File: src/rtl/ks_wide_add_seq.sv
// Multi-precision add/subtract sequencer: one 16-bit Kogge-Stone adder is reused
// for every 16-bit slice of a (16*WORDS)-bit operand, LSW first, carry registered between slices.

module ks_adder16 (
  input  logic [15:0] a,
  input  logic [15:0] b,
  input  logic        ci,
  output logic [15:0] s,
  output logic        co
);
  logic [15:0] g0, p0, g1, p1, g2, p2, g3, p3, g4, p4;
  logic [15:0] carry;

  assign g0 = a & b;
  assign p0 = a ^ b;

  // Prefix levels at spans 1, 2, 4, 8; low bits below the span keep their group terms.
  assign g1 = g0 | (p0 & (g0 << 1));
  assign p1 = p0 & ((p0 << 1) | 16'h0001);
  assign g2 = g1 | (p1 & (g1 << 2));
  assign p2 = p1 & ((p1 << 2) | 16'h0003);
  assign g3 = g2 | (p2 & (g2 << 4));
  assign p3 = p2 & ((p2 << 4) | 16'h000F);
  assign g4 = g3 | (p3 & (g3 << 8));
  assign p4 = p3 & ((p3 << 8) | 16'h00FF);

  // carry[i] is the carry out of bit i including the external carry-in.
  assign carry = g4 | (p4 & {16{ci}});
  assign s     = p0 ^ {carry[14:0], ci};
  assign co    = carry[15];
endmodule

module ks_wide_add_seq #(
  parameter int WORDS = 4
) (
  input  logic                  CLK,
  input  logic                  RST,
  input  logic                  START,
  input  logic                  SUB,
  input  logic                  CI,
  input  logic [16*WORDS-1:0]   A,
  input  logic [16*WORDS-1:0]   B,
  output logic                  BUSY,
  output logic                  DONE,
  output logic [16*WORDS-1:0]   S,
  output logic                  CO,
  output logic                  OV
);
  localparam int IDX_W = $clog2(WORDS);

  typedef enum logic [1:0] {IDLE, RUN, FIN} state_t;

  state_t                    state, state_nxt;
  logic [IDX_W-1:0]          idx;
  logic                      carry;
  logic [WORDS-1:0][15:0]    a_reg, b_reg, s_reg;
  logic                      co_reg, ov_reg;

  logic [15:0]               a_in, b_in, sum;
  logic                      sum_co, last;

  assign a_in = a_reg[idx];
  assign b_in = b_reg[idx];
  assign last = (idx == IDX_W'(WORDS - 1));

  ks_adder16 u_adder (
    .a  (a_in),
    .b  (b_in),
    .ci (carry),
    .s  (sum),
    .co (sum_co)
  );

  always_comb begin
    state_nxt = state;
    case (state)
      IDLE:    if (START) state_nxt = RUN;
      RUN:     if (last)  state_nxt = FIN;
      FIN:     state_nxt = IDLE;
      default: state_nxt = IDLE;
    endcase
  end

  // Operand copies need no reset: they are only read while RUN, after a fresh capture.
  always_ff @(posedge CLK) begin
    if (state == IDLE && START) begin
      a_reg <= A;
      b_reg <= SUB ? ~B : B;
    end
  end

  always_ff @(posedge CLK) begin
    if (RST) begin
      state  <= IDLE;
      idx    <= '0;
      carry  <= 1'b0;
      s_reg  <= '0;
      co_reg <= 1'b0;
      ov_reg <= 1'b0;
    end else begin
      state <= state_nxt;
      case (state)
        IDLE: begin
          if (START) begin
            carry <= SUB ? 1'b1 : CI;
            idx   <= '0;
            s_reg <= '0;
          end
        end
        RUN: begin
          s_reg[idx] <= sum;
          carry      <= sum_co;
          idx        <= idx + 1'b1;
          if (last) begin
            co_reg <= sum_co;
            // Signed overflow: like-signed operands producing a sum of the other sign.
            ov_reg <= (a_in[15] == b_in[15]) && (sum[15] != a_in[15]);
          end
        end
        default: ;
      endcase
    end
  end

  assign BUSY = (state == RUN);
  assign DONE = (state == FIN);
  assign S    = s_reg;
  assign CO   = co_reg;
  assign OV   = ov_reg;
endmodule

File: config.mk
export PLATFORM = sky130hd
export DESIGN_NAME = ks_wide_add_seq
export DESIGN_NICKNAME = d
export VERILOG_FILES = /design/src/rtl/ks_wide_add_seq.sv
export SDC_FILE = /design/constraint.sdc
export NUM_CORES = 1
export LEC_CHECK = 0
export ABC_AREA = 1
export BUFFER_PORTS_ARGS = -buffer_cell sky130_fd_sc_hd__buf_2
export CAP_MARGIN = 0
export CORE_ASPECT_RATIO = 1.4
export CORE_MARGIN = 2
export CORE_UTILIZATION = 40
export DETAILED_ROUTE_END_ITERATION = 8
export GPL_ROUTABILITY_DRIVEN = 1
export SLEW_MARGIN = 10
export SYNTH_ARGS = -nofsm -noshare
export SYNTH_HDL_FRONTEND = slang
export SYNTH_SLANG_ARGS = --single-unit
File: constraint.sdc
create_clock -name CLK -period 5.67 [get_ports CLK]
set_input_delay 1.134 -clock CLK [delete_from_list [all_inputs] [get_ports CLK]]
set_output_delay 1.134 -clock CLK [all_outputs]
set_load 0.01 [all_outputs]
==> out/metrics.cfg <==
[worst_setup_path]
arrival_ns = 3.95
crit_end = S[52]
r2r_start = idx[1]
cp-end-kind = register
rrSetupSlack_ns = 2.09
required_ns = 6.03
worstSetupStartpointType = register
ff2ff_path_depth = 12
cp-startpoint = idx[1]
crit_fanout = 36
crit_type = register to register
timing.rr.end = S[52]

[sta]
fin_crit_ns = 3.58
rsz0062_at_grt = false
setup-tns-final_ns = 0
setup_violations = 0
fin_skew_ns = 0.0141
finalWorstSetupSlack_ns = 2.09
finalHoldViolations = 0
post-route-period-util = 0.632
tightest_slew_ns = 1.10
max_slew_margin = 0.265
finalMaxSlewViolations = 0
fmax_mhz = 279

[pwr]
clkPwrFrac = 0.326
swShare = 0.320
pwr-share-comb = 0.223
leakage_uw = 0.00470
power_density_nw_per_um2 = 339
seqPwrFrac = 0.451
cell_internal_pwr_uw = 2540
irDropWorstVdd_mv = 0.241
switchingPower_uw = 1200

[clock_tree]
clock-sinks = 199
cts_tree = yes
clock_latency_ns = 0.45
htreeDepth = 4
clk_pin_slew_ns = 0.07
cts_resized = 0
postCtsSetupBuffers = 0
cts_buffers = 17
root_buffer = clkbuf_16
cts_max_path_buffers = 2
hold_buffers = 0

[floorplan]
die_h_um = 183
die_x_um = 132
ios = 201
core_um2 = 22500
floorplan.initialDensity = 0.408
fp.dieArea_um2 = 24200
num_rows = 65

[detailed_routing]
vias = 7099
drt_iter0_markers = 371
route.met2.wl_mm = 12.2
wl_met1_mm = 9.92
postRouteWirelength_mm = 23.7
final_antenna_net_count = 0
dr.pass1.iters = 4
met3_wirelength_um = 971
drcViolationCount = 0
viasPerCell = 4.94
routedWlPerCell_um = 16.5
top_layer = met4

[logic_synthesis]
synth-seq-area-share = 0.573
netlist_area_um2 = 9190
yosys_warnings = 0
synth_cell_type_count = 36
avgSynthCellArea_um2 = 9.77
ys_ff_latch = 199
synth_cells = 941
syn_nets = 1096

[cells_and_area]
utilization = 0.489
fin_nets = 1279
nFillCells = 2155
drive_gt1_frac = 0.262
fin_area_um2 = 11000
n_antenna_cell = 0
area_growth_pct = 19.9

[place]
preCtsSetupSlack_ns = 2.05
place.gp.congestion = 0.903
dpl.hpwl_mm = 17.2
placed_area_um2 = 10400
port_buffers = 200

[global_route]
grt_pass1_wl_mm = 36.7
grt_start_max_net_pins = 69
track_usage = 0.198
first_global_vias = 6866
overflow = 0
antenna_found_initial = 0

[status]
outcome = complete, no violations

[job]
maxCapViolCount = 0

[worst_hold_path]
hold_class = register to register

## final cells by class
class	count	area, um^2	area share
Clock buffer	18	429	0.0389
Clock inverter	14	158	0.0143
Inverter	66	256	0.0233
Multi-Input combinational cell	634	3490	0.317
Sequential cell	199	5270	0.478
Tap cell	301	377	0.0342
Timing Repair Buffer	206	1050	0.0951
## Yosys cell counts
master    number  area, um^2
nand2_4        1        11.3
dfxtp_1       71        1420
nand3b_2       3        33.8
buf_2         15        75.1
o21ai_0       67         335
o21ai_2        1        8.76
nor3_1         1        5.00
and2_1         2        12.5
buf_1          4        15.0
o22ai_1       31         194
nor2_4         3        33.8
edfxtp_1     128        3840
a21oi_1       61         305
xnor2_1        1        8.76
xor2_2         1        16.3
nand2_2       13        81.3
o21ai_4        1        16.3
clkinv_2       1        5.00
nand4_1        4        25.0
a21oi_2        8        70.1
nor2_1        75         282
ha_1          21         263
a22o_1         1        8.76
inv_1         56         210
buf_4          2        15.0
clkinv_4       1        8.76
fa_1           1        20.0
xor2_1        67         587
nand4_2        4        50.1
nand2_1      193         724
clkbuf_1      21        78.8
nand3_2        3        30.0
nand3_1       61         305
or2_2          2        12.5
inv_2          8        30.0
nor2_2         8        50.1
## critical path, cell delays in order, from the launching register on
cell and delay [ns]:
dfxtp_1 0.30, buf_4 0.24, inv_1 0.84, o21ai_0 0.21
o22ai_1 0.38, ha_1 0.34, nand2_2 0.12, nor2_2 0.04
nor2_2 0.23, o21ai_2 0.10, xor2_1 0.42, nand2_1 0.09
a21oi_1 0.16
## layout by cell type, fill, tap and decap left out, types with 2 or more instances in the layout
master / instances
buf_2: 199
nand2_1: 193
edfxtp_1: 128
nor2_1: 75
dfxtp_1: 70
o21ai_0: 67
xor2_1: 67
nand3_1: 61
a21oi_1: 61
inv_1: 54
o22ai_1: 31
ha_1: 21
clkbuf_16: 17
nand2_2: 13
inv_2: 9
a21oi_2: 8
nor2_2: 8
buf_4: 7
clkinv_4: 6
nand4_2: 4
nand4_1: 4
inv_8: 4
nor2_4: 3
nand3_2: 3
nand3b_2: 3
or2_2: 2
and2_1: 2
inv_6: 2
## power by group through the flow
stage | registers [uW] | clock network [uW] | logic (uW)
finish | 1680 | 1220 | 834
global route | 1690 | 1290 | 924
CTS | 1680 | 1240 | 838
detailed placement | 1720 | 0 | 836
global placement | 1710 | 0 | 833
floorplan | 1720 | 0 | 558
## metrics by stage
stage / power (uW) / hold slack [ns] / std cells
2_1_floorplan: 2280 / 0.474 / 941
3_3_place_gp: 2550 / 0.437 / 1406
3_5_place_dp: 2550 / 0.440 / 1406
4_1_cts: 3760 / 0.454 / 1438
5_1_grt: 3910 / 0.475 / 1438
6_report: 3730 / 0.453 / 1438
## logic make-up after synthesis
group | Yosys count | share of synthesized area
adders and majority gates | 22 | 0.0308
AOI/OAI and AO/OA | 170 | 0.102
xor gates and xnor gates | 69 | 0.0666
DFF | 199 | 0.573
and+or+nand+nor | 373 | 0.180
buffers and inverters | 108 | 0.0476
## routing by layer
metal,up-vias,global-route usage
met2,209,0.351
li1,3548,-
met1,3318,0.241
met3,24,0.0343
met4,0,0.0748
met5,-,0
## worst min-delay path by stage
stage                     startpoint  endpoint  slack (ns)  cells past startpoint
after floorplan                S[55]     S[55]        0.47                      2
after global placement         S[60]     S[60]        0.44                      2
after detailed placement       S[60]     S[60]        0.44                      2
after CTS                      S[60]     S[60]        0.45                      2
after global routing           S[18]     S[18]        0.48                      2
final                          S[60]     S[60]        0.45                      2
(Power assumes the default switching activity.)
